[src/rtl/fp_stage_pipe_if.sv]
// Upstream (packet/Send/Ack/DEL) and downstream (FIFO head, store port) signals of the FP stage.
// slave is the stage's view; master is the view of whatever drives the stage.
interface fp_stage_pipe_if #(
  parameter int DATA_W = 16,
  parameter int HDR_W  = 22
);
  localparam int IN_W  = HDR_W + 8 + 2*DATA_W;
  localparam int OUT_W = HDR_W + 8 + DATA_W;

  logic [IN_W-1:0]   PACKET_IN;
  logic              Send_in;
  logic              Ack_out;
  logic              DEL;
  logic [OUT_W-1:0]  PACKET_OUT;
  logic              Send_out;
  logic              Ack_in;
  logic              LOAD_FLG;
  logic              WRITE_EN;
  logic [DATA_W-1:0] WRITE_DATA;

  modport master (output PACKET_IN, Send_in, DEL, Ack_in,
                  input  Ack_out, PACKET_OUT, Send_out, LOAD_FLG, WRITE_EN, WRITE_DATA);
  modport slave  (input  PACKET_IN, Send_in, DEL, Ack_in,
                  output Ack_out, PACKET_OUT, Send_out, LOAD_FLG, WRITE_EN, WRITE_DATA);
endinterface

[src/rtl/fp_stage_pipe.sv]
// Function-processing stage: latch a packet, run its opcode (shift-add MUL over DATA_W cycles),
// and queue results in a DEPTH-entry FIFO drained under Send/Ack.
module fp_stage_pipe #(
  parameter int DATA_W = 16,
  parameter int HDR_W  = 22,
  parameter int DEPTH  = 4
) (
  input  logic           CP,
  input  logic           MR,
  fp_stage_pipe_if.slave bus
);
  localparam int ENT_W = HDR_W + 8 + DATA_W + 1;
  localparam int PW    = $clog2(DEPTH);
  localparam int CW    = $clog2(DATA_W + 1);

  localparam logic [5:0] OP_ADD = 6'd1, OP_ADDC = 6'd2, OP_SUB = 6'd3, OP_AND = 6'd4,
                         OP_OR  = 6'd5, OP_XOR  = 6'd6, OP_SHL = 6'd7, OP_SHR = 6'd8,
                         OP_MUL = 6'd9, OP_STORE = 6'd10, OP_LOAD = 6'd11;

  typedef enum logic [1:0] {IDLE, EXEC, MUL} state_t;

  state_t            r_state;
  logic [HDR_W-1:0]  r_hdr;
  logic [5:0]        r_opc;
  logic [1:0]        r_tag;
  logic [DATA_W-1:0] r_dl, r_dr;
  logic              r_c;
  logic [DATA_W-1:0] r_acc, r_mcand, r_mplr;
  logic [CW-1:0]     r_step;
  logic              r_wen;
  logic [DATA_W-1:0] r_wdata;
  logic [ENT_W-1:0]  r_mem [DEPTH];
  logic [PW-1:0]     r_wr, r_rd;
  logic [PW:0]       r_cnt;

  logic [HDR_W-1:0]  w_in_hdr;
  logic [5:0]        w_in_opc;
  logic [1:0]        w_in_tag;
  logic [DATA_W-1:0] w_in_l, w_in_r;
  logic              w_full, w_empty, w_ack, w_load, w_pop, w_exec, w_mul_done, w_push;
  logic [DATA_W-1:0] w_res;
  logic              w_c_nxt;
  logic [ENT_W-1:0]  w_entry;

  assign {w_in_hdr, w_in_opc, w_in_tag, w_in_l, w_in_r} = bus.PACKET_IN;

  assign w_full     = (r_cnt == (PW+1)'(DEPTH));
  assign w_empty    = (r_cnt == '0);
  assign w_ack      = (r_state == IDLE) || (r_state == EXEC && r_opc != OP_MUL && !w_full);
  assign w_load     = bus.Send_in && w_ack && !bus.DEL;
  assign w_pop      = !w_empty && bus.Ack_in;
  // A single-cycle op retires only when the FIFO has room, even if it is a STORE.
  assign w_exec     = (r_state == EXEC) && (r_opc != OP_MUL) && !w_full;
  assign w_mul_done = (r_state == MUL) && (r_step == CW'(DATA_W)) && !w_full;
  assign w_push     = (w_exec && r_opc != OP_STORE) || w_mul_done;

  always_comb begin
    w_res   = r_dl;
    w_c_nxt = r_c;
    case (r_opc)
      OP_ADD:  {w_c_nxt, w_res} = {1'b0, r_dl} + {1'b0, r_dr};
      OP_ADDC: {w_c_nxt, w_res} = {1'b0, r_dl} + {1'b0, r_dr} + {{DATA_W{1'b0}}, r_c};
      OP_SUB:  {w_c_nxt, w_res} = {1'b0, r_dl} - {1'b0, r_dr};
      OP_AND:  w_res = r_dl & r_dr;
      OP_OR:   w_res = r_dl | r_dr;
      OP_XOR:  w_res = r_dl ^ r_dr;
      OP_SHL:  w_res = r_dl << r_dr[3:0];
      OP_SHR:  w_res = r_dl >> r_dr[3:0];
      OP_MUL:  w_res = r_acc;
      default: ;
    endcase
  end

  assign w_entry = {r_hdr, r_opc, r_tag, w_res, (r_opc == OP_LOAD)};

  always_ff @(posedge CP or posedge MR) begin
    if (MR) begin
      r_state <= IDLE;
      r_hdr   <= '0;
      r_opc   <= '0;
      r_tag   <= '0;
      r_dl    <= '0;
      r_dr    <= '0;
      r_c     <= 1'b0;
      r_acc   <= '0;
      r_mcand <= '0;
      r_mplr  <= '0;
      r_step  <= '0;
      r_wen   <= 1'b0;
      r_wdata <= '0;
    end else begin
      r_wen <= 1'b0;
      if (w_load) {r_hdr, r_opc, r_tag, r_dl, r_dr} <= {w_in_hdr, w_in_opc, w_in_tag, w_in_l, w_in_r};
      if (w_exec) r_c <= w_c_nxt;
      if (w_exec && r_opc == OP_STORE) begin
        r_wen   <= 1'b1;
        r_wdata <= r_dr;
      end
      case (r_state)
        IDLE: if (w_load) r_state <= EXEC;
        EXEC: begin
          if (r_opc == OP_MUL) begin
            r_state <= MUL;
            r_acc   <= '0;
            r_mcand <= r_dl;
            r_mplr  <= r_dr;
            r_step  <= '0;
          end else if (!w_full) begin
            r_state <= w_load ? EXEC : IDLE;
          end
        end
        MUL: begin
          // One multiplier bit per cycle; the product then waits here for FIFO room.
          if (r_step != CW'(DATA_W)) begin
            r_acc   <= r_acc + (r_mplr[0] ? r_mcand : '0);
            r_mcand <= r_mcand << 1;
            r_mplr  <= r_mplr >> 1;
            r_step  <= r_step + 1'b1;
          end else if (!w_full) begin
            r_state <= IDLE;
          end
        end
        default: r_state <= IDLE;
      endcase
    end
  end

  always_ff @(posedge CP or posedge MR) begin
    if (MR) begin
      r_wr  <= '0;
      r_rd  <= '0;
      r_cnt <= '0;
    end else begin
      if (w_push) r_wr <= r_wr + 1'b1;
      if (w_pop)  r_rd <= r_rd + 1'b1;
      case ({w_push, w_pop})
        2'b10:   r_cnt <= r_cnt + 1'b1;
        2'b01:   r_cnt <= r_cnt - 1'b1;
        default: ;
      endcase
    end
  end

  always_ff @(posedge CP) begin
    if (w_push) r_mem[r_wr] <= w_entry;
  end

  assign bus.Ack_out    = w_ack;
  assign bus.Send_out   = !w_empty;
  assign bus.PACKET_OUT = w_empty ? '0 : r_mem[r_rd][ENT_W-1:1];
  assign bus.LOAD_FLG   = !w_empty && r_mem[r_rd][0];
  assign bus.WRITE_EN   = r_wen;
  assign bus.WRITE_DATA = r_wdata;
endmodule

[src/flat_wrapper.sv]
// flat-port wrapper written by rule: the top's interface ports become plain ports
module fp_stage_pipe_flat 
#(
  parameter int DATA_W = 16,
  parameter int HDR_W  = 22,
  parameter int DEPTH  = 4
)
  (CP, MR, bus_PACKET_IN, bus_Send_in, bus_DEL, bus_Ack_in, bus_Ack_out, bus_PACKET_OUT, bus_Send_out, bus_LOAD_FLG, bus_WRITE_EN, bus_WRITE_DATA);
  fp_stage_pipe_if #(.DATA_W(DATA_W), .HDR_W(HDR_W)) bus_i ();
  input  logic CP;
  input  logic MR;
  input wire logic [$bits(bus_i.PACKET_IN)-1:0] bus_PACKET_IN;
  input wire logic [$bits(bus_i.Send_in)-1:0] bus_Send_in;
  input wire logic [$bits(bus_i.DEL)-1:0] bus_DEL;
  input wire logic [$bits(bus_i.Ack_in)-1:0] bus_Ack_in;
  output wire logic [$bits(bus_i.Ack_out)-1:0] bus_Ack_out;
  output wire logic [$bits(bus_i.PACKET_OUT)-1:0] bus_PACKET_OUT;
  output wire logic [$bits(bus_i.Send_out)-1:0] bus_Send_out;
  output wire logic [$bits(bus_i.LOAD_FLG)-1:0] bus_LOAD_FLG;
  output wire logic [$bits(bus_i.WRITE_EN)-1:0] bus_WRITE_EN;
  output wire logic [$bits(bus_i.WRITE_DATA)-1:0] bus_WRITE_DATA;
  assign bus_i.PACKET_IN = bus_PACKET_IN;
  assign bus_i.Send_in = bus_Send_in;
  assign bus_i.DEL = bus_DEL;
  assign bus_i.Ack_in = bus_Ack_in;
  assign bus_Ack_out = bus_i.Ack_out;
  assign bus_PACKET_OUT = bus_i.PACKET_OUT;
  assign bus_Send_out = bus_i.Send_out;
  assign bus_LOAD_FLG = bus_i.LOAD_FLG;
  assign bus_WRITE_EN = bus_i.WRITE_EN;
  assign bus_WRITE_DATA = bus_i.WRITE_DATA;
  fp_stage_pipe #(.DATA_W(DATA_W), .HDR_W(HDR_W), .DEPTH(DEPTH)) u_core (.CP(CP), .MR(MR), .bus(bus_i));
endmodule
[config.mk]
export PLATFORM = sky130hd
export DESIGN_NAME = fp_stage_pipe_flat
export DESIGN_NICKNAME = d
export VERILOG_FILES = /design/src/rtl/fp_stage_pipe_if.sv /design/src/rtl/fp_stage_pipe.sv /design/src/flat_wrapper.sv
export SDC_FILE = /design/constraint.sdc
export NUM_CORES = 1
export LEC_CHECK = 0
export ABC_CLOCK_PERIOD_IN_PS = 12100
export BUFFER_PORTS_ARGS = -buffer_cell sky130_fd_sc_hd__buf_2
export CORE_MARGIN = 5
export CORE_UTILIZATION = 50
export DETAILED_ROUTE_END_ITERATION = 12
export HOLD_SLACK_MARGIN = 0.05
export PLACE_DENSITY = 0.79
export REMOVE_ABC_BUFFERS = 1
export SLEW_MARGIN = 15
export SYNTH_ARGS = -nofsm -noshare
export SYNTH_HDL_FRONTEND = slang
export SYNTH_SLANG_ARGS = --single-unit
[constraint.sdc]
create_clock -name CP -period 12.1 [get_ports CP]
set_clock_uncertainty 0.05 [all_clocks]
set_input_delay 0.605 -clock CP [delete_from_list [all_inputs] [get_ports CP]]
set_output_delay 0.605 -clock CP [all_outputs]
set_load 0.01 [all_outputs]
# Word level (Yosys, flattened, before mapping)
# Memory sizes are Yosys's and may differ from the RTL's.
# Index checks and enable logic that the tools add are counted.
# word_totals
word_cells	107
input_bits	67
n_memories	1
ff_bits	142
output_inout_bits	66
ram_bits	188
# memory_table
name	words	word_bits	rd	rd_clocked_by_memory_dff	write_ports	line	source
u_core.r_mem	4	47	1	0	1	fp_stage_pipe.sv:32	logic [ENT_W-1:0] r_mem [DEPTH];
# classes
muxes	27
addsub	9
n_reduce_logical	23
bitwise	3
shift	2
eq_ne	26
# op_table
op	count
one-hot mux 16 bit (9 select lines)	1
2-to-1 mux 16 bit	7
one-hot mux 16 bit (2 select lines)	3
2-to-1 mux 46 bit	1
equality test 6 x 3 -> 1 bit, second input constant	4
equality test 6 x 4 -> 1 bit, second input constant	4
adder 16 x 16 -> 17 bit	1
adder 17 x 1 -> 17 bit	1
subtractor 16 x 16 -> 17 bit	1
adder 16 bit	1
bitwise AND 16 bit	1
OR 16 bit	1
left shift 16 x 4 -> 16 bit	1
>> shifter 16 x 4 -> 16 bit	1
bitwise XOR 16 bit	1
equality test 6 x 2 -> 1 bit, second input constant	2
!= test 6 x 4 -> 1 bit, second input constant	2
logical AND 1 bit	10
2-to-1 mux 2 bit	5
2-to-1 mux 5 bit	2
one-hot mux 5 bit (2 select lines)	1
!= test 2 bit, second input constant	4
equality test 6 x 1 -> 1 bit, second input constant	1
one-hot mux 2 bit (3 select lines)	1
23 further kinds	33

# Logic depth before layout (Yosys ltp)
# Gate-level depths: netlist of run 1.
# logic_depth
word_depth	10
depth_mapped	14
mapped_depth_nobuf	12

# Worst setup path after synthesis of run 1
# Ideal clock, no wire load.
# synth_timing
path_type	flip-flop to flip-flop
start	register u_core.r_dr[1]
end	memory u_core.r_mem[0][14] in the netlist's numbering, data pin
slack_ns	8.113
arrival_ns	3.669
required_time_ns	11.782
setup_ns	0.268
stages_incl_launch_ff	15
period_less_slack_ns	3.987
path_buffers	3
path_cell_list	dfrtp_1 buf_2 clkbuf_1 buf_1 inv_1 fa_1 nand2b_1 a211o_1 a211oi_2 a2bb2oi_2 nand2_1 nor4_2 xor2_1 nor2_1 o22a_1
# synth_via
elab_chain_cells	3
word_cells_on_any_way	6
classes_between	add/sub (3); shift (2); mux (1)
# synth_lines
item	line	source
start: declaration	fp_stage_pipe.sv:26	logic [DATA_W-1:0] r_dl, r_dr;
start signal: assignment	fp_stage_pipe.sv:93	if (w_load) {r_hdr, r_opc, r_tag, r_dl, r_dr} <= {w_in_hdr, w_in_opc, w_in_tag, w_in_l, w_in_r};
adder 16 x 16 -> 17 bit	fp_stage_pipe.sv:61, fp_stage_pipe.sv:62	
adder 17 x 1 -> 17 bit	fp_stage_pipe.sv:62	OP_ADDC: {w_c_nxt, w_res} = {1'b0, r_dl} + {1'b0, r_dr} + {{DATA_W{1'b0}}, r_c};
one-hot mux 16 bit (9 select lines) (*)	fp_stage_pipe.sv:60	case (r_opc)
named net u_core.w_entry[14]	fp_stage_pipe.sv:43	logic [ENT_W-1:0] w_entry;
end: declaration	fp_stage_pipe.sv:32	
# The timed path passes the listed nets; every way through them passes the cells marked *.

# Worst setup path in the final report of run 1
# layout_timing
start	register u_core.r_dr[1]
end	memory u_core.r_mem[0][16] in the netlist's numbering, data pin
# Same word-level chain as after synthesis.

==> results of run 1 <==
-- final cells by class --
type / count / share of cell area (%)
tap: 468 / 2.860
timing repair buffer: 157 / 4.144
sequential: 330 / 44.97
inverter: 60 / 1.125
clock buffer: 50 / 4.706
multi-input combinational: 1114 / 41.50
antenna: 1 / 0.01222
clock inverter: 16 / 0.6846
-- registers in the layout, summed over array words and instances, names as in the netlist, 16 cells and up --
register,cells
u_core.r_mem,188
u_core.r_hdr,22
u_core.bus.WRITE_DATA,16
u_core.r_acc,16
u_core.r_dl,16
u_core.r_dr,16
u_core.r_mcand,16
u_core.r_mplr,16
-- placed cells by master (no fill, tap or decap), types with 10 or more instances in the layout --
master,netlist,layout
buf_4,2,25
mux2i_1,29,29
clkbuf_16,0,36
xor2_1,21,21
nor2_1,167,164
a211o_1,10,10
buf_2,21,132
mux2_2,82,82
a21o_1,14,14
nand4_1,12,12
dfrtp_1,142,139
nor3_1,27,26
ha_1,78,78
a22oi_1,18,18
o21ai_0,55,55
edfxtp_1,188,188
a31oi_1,19,19
o22ai_1,23,23
inv_1,59,58
mux4_2,53,53
nand2b_1,15,15
a211oi_1,10,10
a21oi_1,101,101
nand3_1,33,33
xnor2_1,25,25
nor2b_1,17,12
nand2_1,107,107
and2_1,68,68
clkbuf_1,56,13
-- path summary, 6_finish.rpt --
kind                                    from                  end  cells after the start
min in group CP            bus_PACKET_IN[38]      u_core.r_opc[4]                      2
hold reg to reg             u_core.r_mplr[7]     u_core.r_mplr[7]                      2
hold / removal                            MR     u_core.r_hdr[15]                      2
setup reg to reg              u_core.r_dr[1]  u_core.r_mem[0][16]                     12
setup / recovery              u_core.r_dr[1]  u_core.r_mem[0][16]                     12
max in group asynchronous                 MR       u_core.r_rd[0]                      3
-- through the flow --
| step | util, % | cells | worst slack [ns] |
|---|---|---|---|
| after floorplan | - | 1504 | 7.278 |
| after global placement | 53.28 | 2129 | 8.001 |
| after detailed placement | 53.28 | 2129 | 7.900 |
| after CTS | 56.31 | 2195 | 7.827 |
| after global routing | 56.31 | 2195 | 7.511 |
| final | 56.32 | 2196 | 7.749 |
-- logic make-up (layout without fill, tap and decap cells) --
kind of cell | Yosys count | count (layout) | share of synthesized area, %
AO/OA/AOI/OAI | 348 | 348 | 12.62
adder cells (fa/ha/maj) | 82 | 82 | 5.780
flip-flops | 330 | 330 | 50.35
buffers and inverters | 154 | 283 | 3.390
AND/OR/NAND/NOR | 473 | 473 | 12.39
other | 0 | 1 | 0
XOR/XNOR | 47 | 47 | 2.294
multiplexers | 164 | 164 | 13.18
-- critical path, cell delays in order, from the launching register on --
cell,delay [ns]
dfrtp_2,0.34
buf_4,0.48
inv_1,0.31
fa_1,0.58
nand2b_1,0.25
a211o_1,0.34
a211oi_2,0.44
a2bb2oi_2,0.19
nand2_1,0.19
nor4_4,0.30
nand2_1,0.11
xor2_1,0.15
o221ai_1,0.34
-- per-layer routing --
layer / routed length, µm / global-route usage, % / vias to the layer above
met5: 0 / 0 / -
met4: 1369 / 7.030 / 0
met3: 3750 / 3.852 / 100
met2: 23550 / 39.74 / 569
met1: 20610 / 32.53 / 6644
li1: - / - / 6097
-- power groups by stage --
stage / Combinational (mW) / Sequential (mW) / Clock (mW)
finish: 2.29 / 1.78 / 1.03
global route: 2.50 / 1.82 / 1.10
CTS: 2.27 / 1.78 / 1.05
detailed placement: 2.26 / 1.80 / 0
floorplan: 1.59 / 1.76 / 0
global placement: 2.21 / 1.78 / 0
==> results_dict.tcl, run 1 <==
set metrics [dict create \
    power.internal_mw 3.057 \
    syn_area_um2 18270 \
    cts_sinks 330 \
    firstDrtPassIters 7 \
    postCtsHoldBufs 0 \
    wl_per_cell_um 22.44 \
    drt_wl_total_um 49280 \
    synth_flop_cell "edfxtp_1" \
    clock.fmax_ghz 0.2298 \
    synth.avg_cell_area_um2 11.43 \
    hpwl_um 34090 \
    fillers 2990 \
    antenna_found_initial 1 \
    die_h_um 201.1 \
    critPathMaxFanout 57 \
    root_buffer "clkbuf_16" \
    drive_above_1_share_pct 21.77 \
    drt_iter0_drc 1011 \
    dieWidth_um 201.1 \
    num_rows 70 \
    die_area_um2 40460 \
    nets 1848 \
    clk_latency_ns 0.54 \
    grt_usage_pct 23.83 \
    finalMaxSlewViolations 0 \
    p_sw_share_pct 40.16 \
    async_reset_ff_share_pct 43.03 \
    io_pins 133 \
    core_area_um2 36350 \
    cts_tree "built" \
    whs_ns 0.1135 \
    io_buffer_count 132 \
    net-switching-power_mw 2.052 \
    critPathRequiredTime_ns 12.35 \
    end_kind "flip-flop" \
    hold_viol_final 0 \
    synth_edf_count 188 \
    relSlewSlack_pct 24.33 \
    pwr-share-comb_pct 44.8 \
    ys_warn_count 0 \
    synth_cells 1598 \
    yosysTopAreaCell "edfxtp_1" \
    initial_utilization_pct 50.26 \
    overflow 0 \
    hp-class "in2async" \
    yosys-top-cells-count "edfxtp_1 (188), nor2_1 (167), dfrtp_1 (142)" \
    netlist.area_leader.share_pct 30.90 \
    startpoint_type "flip-flop" \
    peakVddDrop_mv 0.1175 \
    finalCritPeriodShare_pct 35.96 \
    synth_area_leaders "edfxtp_1 (31%), dfrtp_1 (19%), mux4_2 (6.5%)" \
    rsz0062_at_grt "false" \
    power.leakage_nw 8.191 \
    cts-resized-gates 0 \
    ys_seq_area_share_pct 50.35 \
    grt_pass1_vias 13400 \
    status "finished clean" \
    worstMarginPinSlew_ns 1.132 \
    synth_most_common_cell "edfxtp_1" \
    cts.path.max_buffers 3 \
    htreeDepth 2 \
    r2r_slack_ns 7.75 \
    pwr-share-seq_pct 34.9 \
    place_area_um2 19360 \
    regArea_um2 9205 \
    synth.distinct_cells 82 \
    setup-tns-final_ns 0 \
    num_vias 13410 \
    post_cts_buffers 0 \
    period_minus_slack_ns 4.351 \
    place.gp.congestion 0.9275 \
    vias_per_cell 6.107 \
    crit_type "reg2reg" \
    maxCapViolations 0 \
    grt_pass1_wl_um 76760 \
    clkPwrFrac_pct 20.2 \
    clk_pin_slew_ns 0.06 \
    setup_viol 0 \
    cts-buffers-inserted 36 \
    ys_ff_latch 330 \
    drtAntennaViolNets 0 \
    grt_max_degree 86 \
    design_area_um2 20470 \
    critPathArrivalTime_ns 4.60 \
    multi_input_area_um2 8496 \
    powerDensity_nw_per_um2 249.6 \
    remaining_drc_errors 0 \
    power_mw 5.109 \
    areaGrowthSynthToFinish_pct 12.05 \
]
Note: power is estimated with default switching activity, not from simulation.
==> inputs of run 2 (changes only) <==
ABC_AREA = 1   (was not set)
ABC_CLOCK_PERIOD_IN_PS = 3800   (was 12100)
PLACE_DENSITY = 0.82   (was 0.79)
clock period = 3.8 ns   (was 12.1 ns; I/O delays follow)
==> results_dict.tcl, run 2 <==
set metrics [dict create \
    nets 2484 \
    areaGrowthSynthToFinish_pct 16.76 \
    synth_edf_count 188 \
    clk_pin_slew_ns 0.06 \
    yosysTopAreaCell "edfxtp_1" \
    antenna_found_initial 1 \
    dp_cells 2701 \
    rsz0062_at_grt "false" \
    synth_most_common_cell "nand2_1" \
    root_buffer "clkbuf_16" \
    ys_seq_area_share_pct 49.71 \
    final_cell_mix "nand2_1 (408), nor2_1 (337), inv_1 (210), o21ai_0 (210), edfxtp_1 (188)" \
    clk_latency_ns 0.54 \
    hold_viol_final 0 \
    status "finished clean" \
    reg_top3 "u_core.r_mem: 188 flops, u_core.r_hdr: 22 flops" \
    hp-class "in2reg" \
    grt_pass1_vias 15700 \
    crit_type "reg2reg" \
    synth_flop_cell "edfxtp_1" \
    powerDensity_nw_per_um2 667.4 \
    setup_viol 0 \
    drtAntennaViolNets 0 \
    diodes 0 \
    finalMaxSlewViolations 0 \
    pwr-share-comb_pct 40.4 \
    finalCritPeriodShare_pct 91.68 \
    vias_per_cell 5.753 \
    wl_per_cell_um 20.68 \
    critPathRequiredTime_ns 3.99 \
    syn_area_um2 18500 \
    final_common_cell "nand2_1" \
    relSlewSlack_pct 34.21 \
    power.internal_mw 8.554 \
    pwr-share-seq_pct 34.2 \
    overflow 0 \
    power.leakage_nw 9.709 \
    grt_max_degree 100 \
    end_kind "flip-flop" \
    cts.path.max_buffers 3 \
    grt_usage_pct 27.97 \
    power_mw 14.42 \
    netlist.area_leader.share_pct 30.51 \
    place.gp.congestion 1.087 \
    fin_cells 2831 \
    htreeDepth 2 \
    worstMarginPinSlew_ns 0.9869 \
    maxCapViolations 0 \
    drive_above_1_share_pct 13.67 \
    io_pins 133 \
    ys_warn_count 0 \
    yosys-top-cells-count "nand2_1 (408), nor2_1 (341), inv_1 (212)" \
    firstDrtPassIters 6 \
    whs_ns 0.1593 \
    async_reset_ff_share_pct 43.03 \
    drt_wl_total_um 58550 \
    startpoint_type "flip-flop" \
    synth.avg_cell_area_um2 8.591 \
    synth_top_family_by_area "simple AND/OR/NAND/NOR gates" \
    die_area_um2 40960 \
    cts_sinks 330 \
    critPathArrivalTime_ns 3.67 \
    initial_utilization_pct 50.54 \
    grt_pass1_wl_um 90420 \
    largest_reg_flops 188 \
    die_h_um 202.4 \
    critPathMaxFanout 10 \
    synth_compound_area_share_pct 14.79 \
    num_rows 70 \
    clock.fmax_ghz 0.2870 \
    synth_area_leaders "edfxtp_1 (31%), dfrtp_1 (19%), nand2_1 (8.3%)" \
    ys_ff_latch 330 \
    top_register "u_core.r_mem" \
    remaining_drc_errors 0 \
    cts-buffers-inserted 36 \
    p_sw_share_pct 40.68 \
    cts_tree "built" \
    yosys.area_share.simple_pct 19.74 \
    synth_mux_area_share_pct 2.069 \
    period_minus_slack_ns 3.484 \
    synthAdderAreaFrac_pct 5.707 \
    io_buffer_count 132 \
    dieWidth_um 202.4 \
    num_vias 16290 \
    core_area_um2 36610 \
    peakVddDrop_mv 0.3663 \
    drt_iter0_drc 1885 \
    synth.distinct_cells 56 \
    hpwl_um 40870 \
    synth_cells 2154 \
    synth-xor-area-share_pct 0.7032 \
    post_cts_buffers 0 \
    clkPwrFrac_pct 25.3 \
    net-switching-power_mw 5.865 \
]
-- run 2: cell types whose count changed after synthesis, sizes merged, moves of 17 or more --
cell / change
inv: +161
mux2i: -29
nand2: +312
nor2b: -17
mux4: -53
mux2: -56
o21ai: +153
nand3: +47
a21oi: +70
nor2: +184
and2: -64
xnor2: -23
-- run 2: power by group through the flow --
stage,clock (mW),sequential (mW),combinational (mW)
5_1_grt,3.86,5.00,6.39
6_report,3.65,4.94,5.83
3_3_place_gp,0,4.94,5.52
4_1_cts,3.71,4.92,5.72
2_1_floorplan,0,5.05,3.35
3_5_place_dp,0,4.98,5.62
-- run 2: cell type report --
type	instances	area (µm²)
tap	468	585.6
sequential	330	9201
inverter	221	835.8
timing repair buffer	243	1729
fill	3144	15000
clock buffer	55	1052
multi-input combinational	1503	8006
clock inverter	11	195.2
-- run 2: kinds of logic after synthesis --
kind of cell,after synthesis
buf+inv,321
fa+ha+maj,82
compound gates,489
simple gates,892
xor+xnor,14
mux,26
flops,330
-- run 2: final timing paths --
path                                          start  depth (start not counted)                  endpoint  slack, ns
max                                  u_core.r_dr[3]                         17       u_core.r_mem[2][13]       0.32
min                                     bus_Send_in                          4         u_core.r_state[0]       0.16
max reg2reg                          u_core.r_dr[3]                         17       u_core.r_mem[2][13]       0.32
min reg2reg                u_core.bus.WRITE_DATA[0]                          2  u_core.bus.WRITE_DATA[0]       0.43
max in group asynchronous                        MR                          4          u_core.r_mplr[7]       2.48
min in group asynchronous                        MR                          3          u_core.r_hdr[12]       0.39
-- run 2: timing repair --
action,in CTS,in global routing
hold buffers,64,0
endpoints found under the setup margin,0,4
gates resized for setup,0,1
endpoints found under the hold margin,157,0
-- run 2: per-layer routing --
metal	part of all wire (%)	routed length, µm	track usage (%)
met4	3.8	2203	9.433
met5	0.022	13	0
met1	41	24170	37.99
met3	8.4	4922	4.941
met2	47	27230	45.77
-- run 2: through the flow --
step | TNS (ns) | util, % | worst slack, ns | instance area (µm²)
detailed placement | 0 | 53.85 | 0.3579 | 19720
global route | 0 | 59.02 | 0.07471 | 21610
finish | 0 | 59.02 | 0.3160 | 21610
floorplan | -175.09 | - | -0.7339 | 17990
global placement | 0 | 53.85 | 0.3357 | 19720
CTS | 0 | 59.01 | 0.3560 | 21600
-- run 2: worst max-delay path, cell delays in order, from the launching register on --
cell	delay [ns]
dfrtp_1	0.52
inv_1	0.24
ha_2	0.50
inv_1	0.11
a21oi_1	0.27
nand2_1	0.12
nand2_1	0.07
inv_1	0.05
nor2_1	0.10
o21bai_1	0.15
nand2_1	0.14
nand2_1	0.10
nand2_1	0.10
nand3_1	0.07
nand2_1	0.07
nor2_1	0.04
nor2_1	0.22
nand3_1	0.24
==> inputs of run 3 (changes only) <==
ABC_AREA = not set   (was 1)
CORE_UTILIZATION = 49   (was 50)
PLACE_DENSITY = 0.81   (was 0.82)
==> results_dict.tcl, run 3 (synthesis results as in run 1) <==
set metrics [dict create \
    areaGrowthSynthToFinish_pct 18.76 \
    status "finished clean" \
    grt_pass1_wl_um 82650 \
    busiest_layer "met2" \
    cts.path.max_buffers 3 \
    initial_utilization_pct 49.78 \
    finalMaxSlewViolations 0 \
    clk_latency_ns 0.56 \
    place.gp.congestion 0.9978 \
    grt_max_degree 65 \
    worstMarginPinSlew_ns 1.076 \
    top_register "u_core.r_mem" \
    design_area_um2 21700 \
    dieWidth_um 203.1 \
    drive_above_1_share_pct 23.92 \
    reg2reg_to "u_core.r_mem[1][15]" \
    diodes 0 \
    r2r_start "u_core.r_dl[0]" \
    cts_sinks 330 \
    use_met3_pct 3.562 \
    core_area_um2 36700 \
    die_area_um2 41250 \
    reg2reg_depth 12 \
    root_buffer "clkbuf_16" \
    r2r_slack_ns 0.16 \
    fillers 2942 \
    post-route-util_pct 59.12 \
    period_minus_slack_ns 3.645 \
    place_area_um2 19770 \
    relSlewSlack_pct 28.20 \
    hp-class "in2reg" \
    reg_top3 "u_core.r_mem: 188 flops, u_core.r_hdr: 22 flops" \
    clk_pin_slew_ns 0.06 \
    end_kind "flip-flop" \
    critPathArrivalTime_ns 3.95 \
    firstDrtPassIters 5 \
    cts-buffers-inserted 36 \
    final_common_cell "edfxtp_1" \
    critPathMaxFanout 7 \
    antenna_found_initial 0 \
    power_mw 17.26 \
    hold_depth 4 \
    hold_viol_final 0 \
    dp_slack_ns 0.1028 \
    drt_iter0_drc 1318 \
    crit_type "reg2reg" \
    hpwl_um 37860 \
    maxCapViolations 0 \
    io_pins 133 \
    peakVddDrop_mv 0.4187 \
    drtAntennaViolNets 0 \
    grt_pass1_vias 13960 \
    min_to "u_core.r_state[0]" \
    post_cts_buffers 0 \
    remaining_drc_errors 0 \
    io_buffer_count 132 \
    finalCritPeriodShare_pct 95.91 \
    clock.fmax_ghz 0.2744 \
    startpoint_type "flip-flop" \
    overflow 0 \
    num_rows 70 \
    num_vias 14010 \
    finalWorstSetupSlack_ns 0.1554 \
    setup_viol 0 \
    drt_wl_total_um 53910 \
    final_cell_mix "edfxtp_1 (188), nor2_1 (166), dfrtp_1 (138)" \
    die_h_um 203.1 \
    cts_tree "built" \
    largest_reg_flops 188 \
    setup-tns-final_ns 0 \
    met1_usage_pct 35.17 \
    htreeDepth 2 \
    use_met2_pct 42.47 \
    vias_per_cell 6.059 \
    grt_usage_pct 25.74 \
    wl_per_cell_um 23.32 \
    powerDensity_nw_per_um2 795.6 \
    power.leakage_nw 8.807 \
    nets 1966 \
    critPathRequiredTime_ns 4.11 \
    hold_path.startpoint "bus_Send_in" \
]
[run 3: cell types whose count changed in the layout (fill, tap and decap cells not counted), moves of 24 or more]
cell | before | now
nand2_1 | 408 | 107
nor2_1 | 337 | 166
o21ai_0 | 210 | 55
inv_1 | 210 | 58
mux2_2 | 2 | 82
a21oi_1 | 164 | 101
and2_1 | 5 | 68
mux4_2 | 0 | 53
nand3_1 | 74 | 33
buf_4 | 41 | 78
mux2i_1 | 0 | 29
mux2_4 | 24 | 0
[run 3: layer usage]
metal | part of all wire (%) | wire, µm | vias up
met5 | 0 | 0 | -
met4 | 3.8 | 2063 | 0
met3 | 6.9 | 3731 | 122
met2 | 47 | 25570 | 580
met1 | 42 | 22540 | 6986
li1 | - | - | 6321
[run 3: cell type report]
cell class / count / area (µm²) / area share [%]
Timing Repair Buffer: 275 / 1907 / 8.789
Multi-Input combinational cell: 1114 / 8517 / 39.26
Inverter: 60 / 230.2 / 1.061
Clock inverter: 17 / 254.0 / 1.171
Tap cell: 468 / 585.6 / 2.699
Clock buffer: 48 / 996.0 / 4.591
Sequential cell: 330 / 9206 / 42.43
[run 3: worst max path at each step]
stage / start / to / cells past startpoint
6_report: u_core.r_dl[0] / u_core.r_mem[1][15] / 12
5_1_grt: u_core.r_dl[0] / u_core.r_mem[1][13] / 12
4_1_cts: u_core.r_dl[0] / u_core.r_mem[1][16] / 12
3_5_place_dp: u_core.r_dl[0] / u_core.r_mem[0][16] / 12
3_3_place_gp: u_core.r_dl[0] / u_core.r_mem[0][13] / 12
2_1_floorplan: u_core.r_state[0] / u_core.r_mem[0][0] / 3
[run 3: power breakdown]
group | leakage [nW] | switching, mW | internal, mW | total [mW]
logic | 4.72 | 4.70 | 3.36 | 8.07
clock network | 0.618 | 1.46 | 2.21 | 3.67
registers | 3.47 | 0.723 | 4.80 | 5.52
[run 3: worst max-delay path, cell delays in order, from the launching register on]
cell	delay [ns]
dfrtp_2	0.42
inv_1	0.13
ha_1	0.23
fa_1	0.44
or3_1	0.40
a31oi_1	0.24
o211ai_1	0.19
a21bo_2	0.25
a311oi_1	0.47
o21ai_0	0.14
o41ai_1	0.11
a21oi_2	0.13
o22ai_2	0.24
[run 3: what timing repair did]
action / in CTS / in global routing
hold endpoints to repair: 125 / 0
resized for setup: 0 / 7
setup endpoints to repair: 0 / 28
hold buffers: 64 / 0
[run 3: per-stage QoR]
stage               hold slack, ns  cells
floorplan                   0.2909   1504
global placement            0.2636   2183
detailed placement          0.2771   2183
CTS                         0.1901   2312
global route                0.2214   2312
finish                      0.1911   2312
